$ cat config.mk
export PLATFORM = sky130hd
export DESIGN_NAME = pu_scheduler_flat
export DESIGN_NICKNAME = d
export VERILOG_FILES = /design/src/rtl/ttpu_pkg.sv /design/src/rtl/pu_scheduler_if.sv /design/src/rtl/rr_arbiter.sv /design/src/rtl/pu_scheduler.sv /design/src/flat_wrapper.sv
export SDC_FILE = /design/constraint.sdc
export NUM_CORES = 1
export LEC_CHECK = 0
export CELL_PAD_IN_SITES_DETAIL_PLACEMENT = 1
export CELL_PAD_IN_SITES_GLOBAL_PLACEMENT = 1
export CORE_ASPECT_RATIO = 1.25
export CORE_MARGIN = 3
export CORE_UTILIZATION = 24
export CTS_CLUSTER_SIZE = 24
export DETAILED_ROUTE_END_ITERATION = 6
export MAX_ROUTING_LAYER = met4
export PLACE_DENSITY_LB_ADDON = 0.1
export SLEW_MARGIN = 20
export SYNTH_ARGS = -nofsm -noshare
export SYNTH_HDL_FRONTEND = slang
export SYNTH_HIERARCHICAL = 1
export SYNTH_SLANG_ARGS = --single-unit
$ cat constraint.sdc
create_clock -name clk -period 1.9 [get_ports clk]
set_input_delay 0.19 -clock clk [delete_from_list [all_inputs] [get_ports clk]]
set_output_delay 0.19 -clock clk [all_outputs]
set_load 0.01 [all_outputs]
$ cat src/rtl/ttpu_pkg.sv
// Shared types for the TTPU processing-unit scheduler: fp16 word, scheduler states,
// operand pair payload and the fp16 quiet-NaN used for aborted results.
package ttpu_pkg;

  typedef logic [15:0] fp16_t;

  typedef enum logic [1:0] {
    IDLE  = 2'd0,
    ISSUE = 2'd1,
    WAIT  = 2'd2,
    RESP  = 2'd3
  } pu_sched_state_t;

  typedef struct packed {
    fp16_t a;
    fp16_t b;
  } operand_t;

  localparam fp16_t FP16_QNAN = 16'h7E00;

endpackage

$ cat src/rtl/pu_scheduler_if.sv
// Requester-side bus of pu_scheduler: per-requester operand handshake plus the
// tagged result strobe. master = requesters/consumer, slave = scheduler.
interface pu_scheduler_if #(
  parameter int unsigned NUM_REQ = 4
) ();
  import ttpu_pkg::*;

  localparam int unsigned ID_W = $clog2(NUM_REQ);

  logic [NUM_REQ-1:0]  req_valid;
  fp16_t [NUM_REQ-1:0] req_a;
  fp16_t [NUM_REQ-1:0] req_b;
  logic [NUM_REQ-1:0]  req_ready;

  logic                rsp_valid;
  logic [ID_W-1:0]     rsp_id;
  fp16_t               rsp_data;
  logic                rsp_err;

  modport master (
    output req_valid, req_a, req_b,
    input  req_ready, rsp_valid, rsp_id, rsp_data, rsp_err
  );

  modport slave (
    input  req_valid, req_a, req_b,
    output req_ready, rsp_valid, rsp_id, rsp_data, rsp_err
  );

endinterface

$ cat src/rtl/rr_arbiter.sv
// Combinational round-robin pick: first asserted request at or after ptr, wrapping
// to the lowest index. Produces one-hot grant, its index and an any-request flag.
module rr_arbiter #(
  parameter  int unsigned NUM_REQ = 4,
  localparam int unsigned ID_W    = $clog2(NUM_REQ)
) (
  input  logic [NUM_REQ-1:0] req,
  input  logic [ID_W-1:0]    ptr,
  output logic [NUM_REQ-1:0] grant,
  output logic [ID_W-1:0]    idx,
  output logic               any
);

  // First pass covers [ptr, NUM_REQ-1]; second pass supplies the wrapped winner.
  always_comb begin
    grant = '0;
    idx   = '0;
    any   = 1'b0;
    for (int unsigned i = 0; i < NUM_REQ; i++) begin
      if (!any && req[i] && (ID_W'(i) >= ptr)) begin
        any      = 1'b1;
        idx      = ID_W'(i);
        grant[i] = 1'b1;
      end
    end
    for (int unsigned i = 0; i < NUM_REQ; i++) begin
      if (!any && req[i]) begin
        any      = 1'b1;
        idx      = ID_W'(i);
        grant[i] = 1'b1;
      end
    end
  end

endmodule

$ cat src/rtl/pu_scheduler.sv
// Round-robin scheduler sharing one fp16 processing_unit between NUM_REQ requesters.
// Optional WAIT timeout with qNaN/err result is enabled by defining PU_TIMEOUT_EN.
module pu_scheduler
  import ttpu_pkg::*;
#(
  parameter int unsigned NUM_REQ        = 4,
  parameter int unsigned TIMEOUT_CYCLES = 64
) (
  input  logic              clk,
  input  logic              reset,
  pu_scheduler_if.slave     bus,
  output logic              pu_start,
  output fp16_t             pu_a,
  output fp16_t             pu_b,
  input  fp16_t             pu_P,
  input  logic              pu_ready,
  output logic              busy
);

  localparam int unsigned ID_W = $clog2(NUM_REQ);

  generate
    if (NUM_REQ < 2 || NUM_REQ > 16) begin : g_bad_num_req
      $error("pu_scheduler: NUM_REQ must be within 2..16");
    end
    if (TIMEOUT_CYCLES < 1) begin : g_bad_timeout
      $error("pu_scheduler: TIMEOUT_CYCLES must be at least 1");
    end
  endgenerate

  pu_sched_state_t    state;
  logic [ID_W-1:0]    ptr;
  logic [ID_W-1:0]    id_q;
  operand_t           op_q;
  logic [NUM_REQ-1:0] grant;
  logic [ID_W-1:0]    grant_idx;
  logic               grant_any;

  rr_arbiter #(.NUM_REQ(NUM_REQ)) u_arb (
    .req   (bus.req_valid),
    .ptr   (ptr),
    .grant (grant),
    .idx   (grant_idx),
    .any   (grant_any)
  );

  // Acceptance is only offered in IDLE and never while reset is asserted.
  assign bus.req_ready = (state == IDLE && reset) ? grant : '0;
  assign pu_a          = op_q.a;
  assign pu_b          = op_q.b;

`ifdef PU_TIMEOUT_EN
  localparam int unsigned TMO_W = $clog2(TIMEOUT_CYCLES + 1);
  logic [TMO_W-1:0] wait_cnt;
`else
  assign bus.rsp_err = 1'b0;
`endif

  always_ff @(posedge clk or negedge reset) begin
    if (!reset) begin
      state         <= IDLE;
      ptr           <= '0;
      id_q          <= '0;
      op_q          <= '0;
      pu_start      <= 1'b0;
      busy          <= 1'b0;
      bus.rsp_valid <= 1'b0;
      bus.rsp_id    <= '0;
      bus.rsp_data  <= '0;
`ifdef PU_TIMEOUT_EN
      bus.rsp_err   <= 1'b0;
      wait_cnt      <= '0;
`endif
    end else begin
      pu_start      <= 1'b0;
      bus.rsp_valid <= 1'b0;
      unique case (state)
        IDLE: begin
          if (grant_any) begin
            op_q.a   <= bus.req_a[grant_idx];
            op_q.b   <= bus.req_b[grant_idx];
            id_q     <= grant_idx;
            pu_start <= 1'b1;
            busy     <= 1'b1;
            state    <= ISSUE;
          end
        end
        ISSUE: begin
`ifdef PU_TIMEOUT_EN
          wait_cnt <= '0;
`endif
          state <= WAIT;
        end
        WAIT: begin
          if (pu_ready) begin
            bus.rsp_data  <= pu_P;
            bus.rsp_id    <= id_q;
            bus.rsp_valid <= 1'b1;
`ifdef PU_TIMEOUT_EN
            bus.rsp_err   <= 1'b0;
`endif
            state         <= RESP;
          end
`ifdef PU_TIMEOUT_EN
          // Give up after TIMEOUT_CYCLES consecutive WAIT cycles without completion.
          else if (wait_cnt == TMO_W'(TIMEOUT_CYCLES - 1)) begin
            bus.rsp_data  <= FP16_QNAN;
            bus.rsp_id    <= id_q;
            bus.rsp_valid <= 1'b1;
            bus.rsp_err   <= 1'b1;
            state         <= RESP;
          end else begin
            wait_cnt <= wait_cnt + TMO_W'(1);
          end
`endif
        end
        RESP: begin
          ptr   <= (id_q == ID_W'(NUM_REQ - 1)) ? '0 : id_q + ID_W'(1);
          busy  <= 1'b0;
          state <= IDLE;
        end
        default: begin
          busy  <= 1'b0;
          state <= IDLE;
        end
      endcase
    end
  end

endmodule

$ cat src/flat_wrapper.sv
// flat-port wrapper written by rule: the top's interface ports become plain ports
module pu_scheduler_flat import ttpu_pkg::*;
#(
  parameter int unsigned NUM_REQ        = 4,
  parameter int unsigned TIMEOUT_CYCLES = 64
)
  (clk, reset, pu_start, pu_a, pu_b, pu_P, pu_ready, busy, bus_req_valid, bus_req_a, bus_req_b, bus_req_ready, bus_rsp_valid, bus_rsp_id, bus_rsp_data, bus_rsp_err);
  pu_scheduler_if #(.NUM_REQ(NUM_REQ)) bus_i ();
  input  logic clk;
  input  logic reset;
  output logic pu_start;
  output fp16_t pu_a;
  output fp16_t pu_b;
  input  fp16_t pu_P;
  input  logic pu_ready;
  output logic busy;
  input wire logic [$bits(bus_i.req_valid)-1:0] bus_req_valid;
  input wire logic [$bits(bus_i.req_a)-1:0] bus_req_a;
  input wire logic [$bits(bus_i.req_b)-1:0] bus_req_b;
  output wire logic [$bits(bus_i.req_ready)-1:0] bus_req_ready;
  output wire logic [$bits(bus_i.rsp_valid)-1:0] bus_rsp_valid;
  output wire logic [$bits(bus_i.rsp_id)-1:0] bus_rsp_id;
  output wire logic [$bits(bus_i.rsp_data)-1:0] bus_rsp_data;
  output wire logic [$bits(bus_i.rsp_err)-1:0] bus_rsp_err;
  assign bus_i.req_valid = bus_req_valid;
  assign bus_i.req_a = bus_req_a;
  assign bus_i.req_b = bus_req_b;
  assign bus_req_ready = bus_i.req_ready;
  assign bus_rsp_valid = bus_i.rsp_valid;
  assign bus_rsp_id = bus_i.rsp_id;
  assign bus_rsp_data = bus_i.rsp_data;
  assign bus_rsp_err = bus_i.rsp_err;
  pu_scheduler #(.NUM_REQ(NUM_REQ), .TIMEOUT_CYCLES(TIMEOUT_CYCLES)) u_core (.clk(clk), .reset(reset), .bus(bus_i), .pu_start(pu_start), .pu_a(pu_a), .pu_b(pu_b), .pu_P(pu_P), .pu_ready(pu_ready), .busy(busy));
endmodule
; After elaboration in Yosys (flattened, before gate mapping)
; Cells that the tools add are included.
[totals]
reg_bits = 59
input_bits = 151
output_inout_bits = 58
wordCells = 84
[op_classes]
reduce_logical = 25
muxes = 37
addsub = 1
order_cmp = 5
eq_ne = 6
[op_table]
columns = op, n
row1 = binary-select mux 16 bit (select 2 bit), 2
row2 = 2-to-1 mux 16 bit, 2
row3 = 2-to-1 mux 1 bit, 21
row4 = 2-to-1 mux 2 bit, 9
row5 = logical AND 1 bit, 12
row6 = case mux 2 bit (4 select lines), 1
row7 = AND reduction 2 bit, 4
row8 = logical NOT 1 bit, 7
row9 = equality test 2 bit (second input constant), 3
row10 = greater-or-equal comparator 1 x 2 -> 1 bit (first input constant), 2
row11 = greater-or-equal comparator 2 bit (first input constant), 2
row12 = 2-to-1 mux 4 bit, 1
row13 = < comparator 2 x 3 -> 1 bit (second input constant), 1
row14 = adder 2 x 1 -> 2 bit (second input constant), 1
row15 = equality test 2 x 1 -> 1 bit (second input constant), 1
row16 = logical NOT 2 bit, 1
row17 = != test 2 x 1 -> 1 bit (second input constant), 1
row18 = != test 2 bit (second input constant), 1
row19 = case mux 1 bit (2 select lines), 1
row20 = nonzero test 2 bit, 1

; Longest topological paths before layout
[depth]
depth_word = 29
mapped_depth = 8
ltp_nobuf = 6

; Modules after synthesis
; Netlist, hierarchy kept.
[modules_own_cells]
columns = mod, cells_per_inst, instances, seq_area_each_um2, area_each_um2
row1 = pu_scheduler, 255, 1, 1476.4, 3106.7
row2 = rr_arbiter, 33, 1, 0.0, 222.7

; Least setup slack after synthesis
; Ideal clock, no wire load.
[synth_timing]
kind = register -> register
start = register u_core.ptr[0]
end = register u_core.op_q, in the netlist u_core/pu_a[10]
setup_slack_ns = 0.096
arrival_time_ns = 1.666
required_time_ns = 1.762
path_stages_with_launch = 9
path_buffers = 3
setup_time_ns = 0.138
synth_period_minus_slack_ns = 1.804
cell_sequence = dfrtp_1 buf_4 nand3b_1 o21ai_1 a221oi_1 buf_6 buf_4 mux2i_1 o221ai_1
[synth_via]
elab_chain_cells = 29
elab_cells_between_ends = 40
cone_classes = order compare (4) / mux (17) / reduce/logical (19)
[synth_rtl]
columns = element, line
row1 = start: declaration, pu_scheduler.sv:32  ; logic [ID_W-1:0] ptr;
row2 = start signal: assignment, pu_scheduler.sv:118  ; ptr <= (id_q == ID_W'(NUM_REQ - 1)) ? '0 : id_q + ID_W'(1);
row3 = greater-or-equal comparator 1 x 2 -> 1 bit, rr_arbiter.sv:20  ; if (!any && req[i] && (ID_W'(i) >= ptr)) begin
row4 = logical AND 1 bit, rr_arbiter.sv:20
row5 = 2-to-1 mux 1 bit, rr_arbiter.sv:20
row6 = logical NOT 1 bit, rr_arbiter.sv:20
row7 = logical AND 1 bit (2 in a row), rr_arbiter.sv:20
row8 = 2-to-1 mux 1 bit, rr_arbiter.sv:20
row9 = logical NOT 1 bit, rr_arbiter.sv:20
row10 = logical AND 1 bit (2 in a row), rr_arbiter.sv:20
row11 = [... 12 more ...], -
row12 = logical AND 1 bit, rr_arbiter.sv:27  ; if (!any && req[i]) begin
row13 = 2-to-1 mux 1 bit, rr_arbiter.sv:27
row14 = logical NOT 1 bit, rr_arbiter.sv:27
row15 = logical AND 1 bit, rr_arbiter.sv:27
row16 = 2-to-1 mux 2 bit (*), rr_arbiter.sv:27
row17 = via u_core.grant_idx[1], pu_scheduler.sv:36  ; logic [ID_W-1:0] grant_idx;
row18 = binary-select mux 16 bit (select 2 bit) (*), pu_scheduler.sv:80  ; op_q.a <= bus.req_a[grant_idx];
row19 = 2-to-1 mux 16 bit (not written as such) (*), pu_scheduler.sv:80
row20 = end: declaration, pu_scheduler.sv:34  ; operand_t op_q;
; Mark *: on every way through the listed nets, which the timed path passes. The rest lies on a longest branch. The select of a mux whose other input is x is not followed.
; A chain may end at the register's enable or synchronous reset.

; Final worst setup path
[layout_timing]
start = register u_core.ptr[1]
end = register u_core.op_q, in the netlist u_core/pu_b[10]
[layout_via]
elab_chain_cells = 29
elab_cells_between_ends = 40
cone_classes = order compare (4) / mux (17) / reduce/logical (19)
[layout_rtl]
columns = element, line
row1 = greater-or-equal comparator 1 x 2 -> 1 bit, rr_arbiter.sv:20
row2 = logical AND 1 bit, rr_arbiter.sv:20
row3 = 2-to-1 mux 1 bit, rr_arbiter.sv:20
row4 = logical NOT 1 bit, rr_arbiter.sv:20
row5 = logical AND 1 bit (2 in a row), rr_arbiter.sv:20
row6 = 2-to-1 mux 1 bit, rr_arbiter.sv:20
row7 = logical NOT 1 bit, rr_arbiter.sv:20
row8 = logical AND 1 bit (2 in a row), rr_arbiter.sv:20
row9 = [... 12 more ...], -
row10 = logical AND 1 bit, rr_arbiter.sv:27
row11 = 2-to-1 mux 1 bit, rr_arbiter.sv:27
row12 = logical NOT 1 bit, rr_arbiter.sv:27
row13 = logical AND 1 bit, rr_arbiter.sv:27
row14 = 2-to-1 mux 2 bit (*), rr_arbiter.sv:27
row15 = via u_core.grant_idx[1], pu_scheduler.sv:36
row16 = binary-select mux 16 bit (select 2 bit) (*), pu_scheduler.sv:81  ; op_q.b <= bus.req_b[grant_idx];
row17 = 2-to-1 mux 16 bit (not written as such) (*), pu_scheduler.sv:81
; Marks and branches as above.

==> flow_summary.yaml <==
route:
  drt-wirelength-per-cell_um: 18.70
  vias: 3277
  ant_nets: 0
  vias_per_cell: 4.688
  first_pass_iters: 4
  drt_wl_total_mm: 13.07
  drtIter0Drc: 108
  drc: 0
sta:
  slew_headroom: 0.4615
  max_freq_mhz: 520.3
  setup_viol: 6
  worstMarginPinSlew_ps: 807.8
  hold_viol: 0
  timing.final.crit_share: 1.012
  setup_slack_ps: -22.01
  clock_skew_ps: 6.249
  whs_ps: 113.0
  period_needed_ps: 1922
  rsz0062_at_grt: "yes"
  tns_ps: -80.84
  maxSlewViolCount: 0
setup_path:
  critical_path_arrival_ps: 2110
  slowest_delay_ps: 440
  cp_max_fo: 6
  startpoint_type: "register"
  worst-setup-path-type: "reg -> reg"
  cp_slowest_cell: "dfrtp_2"
  setup.worst_path.end_class: "register"
  cp.required_ps: 2090
  cpMostUsedCell: "buf_6"
  crit_chain: "buf_6 > nand3b_1 > o21ai_2 > a221oi_4 > buf_6 > buf_8 > buf_6 > mux2i_2 > o221ai_1"
  r2r_slack_ps: -20
global_routing:
  grt_max_degree: 60
  grt-ovfl-total: 0
  antenna_found_initial: 0
  first_global_vias: 3594
  grt_pass1_wl_mm: 19.45
  track_usage: 0.1664
job:
  maxCapViolCount: 0
floorplanning:
  start_util: 0.2483
  dieHeight_um: 137.7
  die_area_um2: 15330
  core_um2: 13410
  pin_count: 209
  die_x_um: 111.3
  num_rows: 47
finish:
  area.growth.synth_to_final_pct: 91.66
  final_cell_mix: "clkdlybuf4s50_1, dfrtp_1, mux2i_1"
  drive_gt1_frac: 0.1818
  fin_area_um2: 6381
  final_nets: 679
  diodes: 0
  layout_commonest_cell: "clkdlybuf4s50_1"
clock_tree:
  cts_buffers: 9
  cts_buffer_depth: 2
  clock-sinks: 59
  cts_tree: "done"
  clkLatencyLatePin_ps: 320
  htree_num_levels: 3
  cts_root_buffer: "clkbuf_16"
  clk_pin_slew_ps: 50
pwr:
  p_leak_nw: 2.714
  p_per_area_nw_per_um2: 1423
  peakVddDrop_mv: 0.6507
outcome:
  violations: "negative setup slack"
  status: "finished with violations"
logic_synthesis:
  ys_types: 37
  synth_seq_area_share: 0.4434
  synth_edf_count: 0
  ys_warn_count: 6
  synth-seq-cells: 59
  async_flop_share: 1.000
  netlist_area_um2: 3329
  synth-main-ff-cell: "dfrtp_1"
  syn_inst: 288
  synth_nets: 444
  avgSynthCellArea_um2: 11.56
min_path:
  hold_class: "in -> async"
placed_design:
  dpl.hpwl_mm: 9.800
  portBuffers: 207
  gp_congestion: 0.8019
  dpl-instance-area_um2: 5725
[final timing paths]
| check | from | end | cells past startpoint |
|---|---|---|---|
| min reg2reg | u_core/pu_a[15] | u_core/pu_a[15] | 2 |
| max reg2reg | u_core/ptr[1] | u_core/pu_b[10] | 9 |
| max in group asynchronous | reset | u_core/ptr[1] | 2 |
| min | reset | u_core/busy | 2 |
| max | u_core/ptr[1] | u_core/pu_b[10] | 9 |
| min in group clk | pu_P[8] | u_core/bus.rsp_data[8] | 2 |
[cell usage after synthesis, types with 2 or more instances]
master	instances	share of area
ha_1	5	0.019
o22ai_1	2	0.0038
a21oi_1	3	0.0045
dfrtp_1	59	0.44
buf_2	4	0.0060
nand2_4	2	0.0068
nor2b_1	2	0.0038
o221ai_1	32	0.084
buf_4	8	0.018
inv_1	7	0.0079
nor2_1	4	0.0045
nand2_1	37	0.042
mux2_1	19	0.064
o21a_1	2	0.0045
mux2i_1	66	0.20
buf_6	7	0.024
mux2_2	3	0.010
and3_1	5	0.0094
clkbuf_1	3	0.0034
[area by class of cell]
type | count | area (um^2)
Fill cell | 1450 | 7027
Timing Repair Buffer | 247 | 2520
Multi-Input combinational cell | 198 | 1804
Sequential cell | 59 | 1479
Clock buffer | 12 | 256.5
Tap cell | 171 | 214.0
Clock inverter | 4 | 72.57
Inverter | 8 | 35.03
[cells by family after synthesis]
group / synth area share
mux: 0.2728
flops: 0.4434
simple gates: 0.07817
compound gates: 0.1225
buf+inv: 0.06314
fa+ha+maj: 0.01879
other cells: 0.001126
[where the power goes]
part / internal (W) / switching [W]
sequential: 0.00189 / 0.000334
clock: 0.00122 / 0.000566
combinational: 0.00289 / 0.00217
[repair_timing]
item                       CTS  global route
setup buffers                6             2
resized for setup           27            35
pin swaps                    5            19
gates cloned                 1             3
setup endpoints to repair   12            35
hold buffers                 0             0
[metrics by stage]
stage / std cells / power [W] / setup slack [ps] / util
final: 699 / 0.009078 / -22.01 / 0.4759
after global routing: 699 / 0.009719 / -124.8 / 0.4759
after CTS: 694 / 0.008895 / -49.97 / 0.4596
after detailed placement: 671 / 0.006831 / -272.0 / 0.4270
after global placement: 671 / 0.006730 / -207.5 / 0.4270
after floorplan: 288 / 0.004523 / 96.32 / -
[layer usage]
metal  vias up  GRT usage  part of all wire
li1       1538          -                 -
met1      1594     0.1879              0.41
met2       130     0.2850              0.51
met3        15    0.04482             0.062
met4         0    0.06085             0.019
met5         -          -                 0
[flip-flops by register name (all words and copies together), names as in the netlist]
| name | count |
|---|---|
| u_core/id_q | 2 |
| u_core/pu_b | 16 |
| u_core/pu_start | 1 |
| u_core/bus.rsp_id | 2 |
| u_core/bus.rsp_data | 16 |
| u_core/bus.rsp_valid | 1 |
| u_core/state | 2 |
| u_core/busy | 1 |
| u_core/pu_a | 16 |
| u_core/ptr | 2 |
[worst max-delay path, delay by kind of cell (launching register included)]
kind	cells	cell delay [ps]
AOI/OAI and AO/OA	3	470
buffers and inverters	4	540
DFF	1	440
muxes	1	240
and+or+nand+nor	1	80
(Power assumes the default switching activity.)
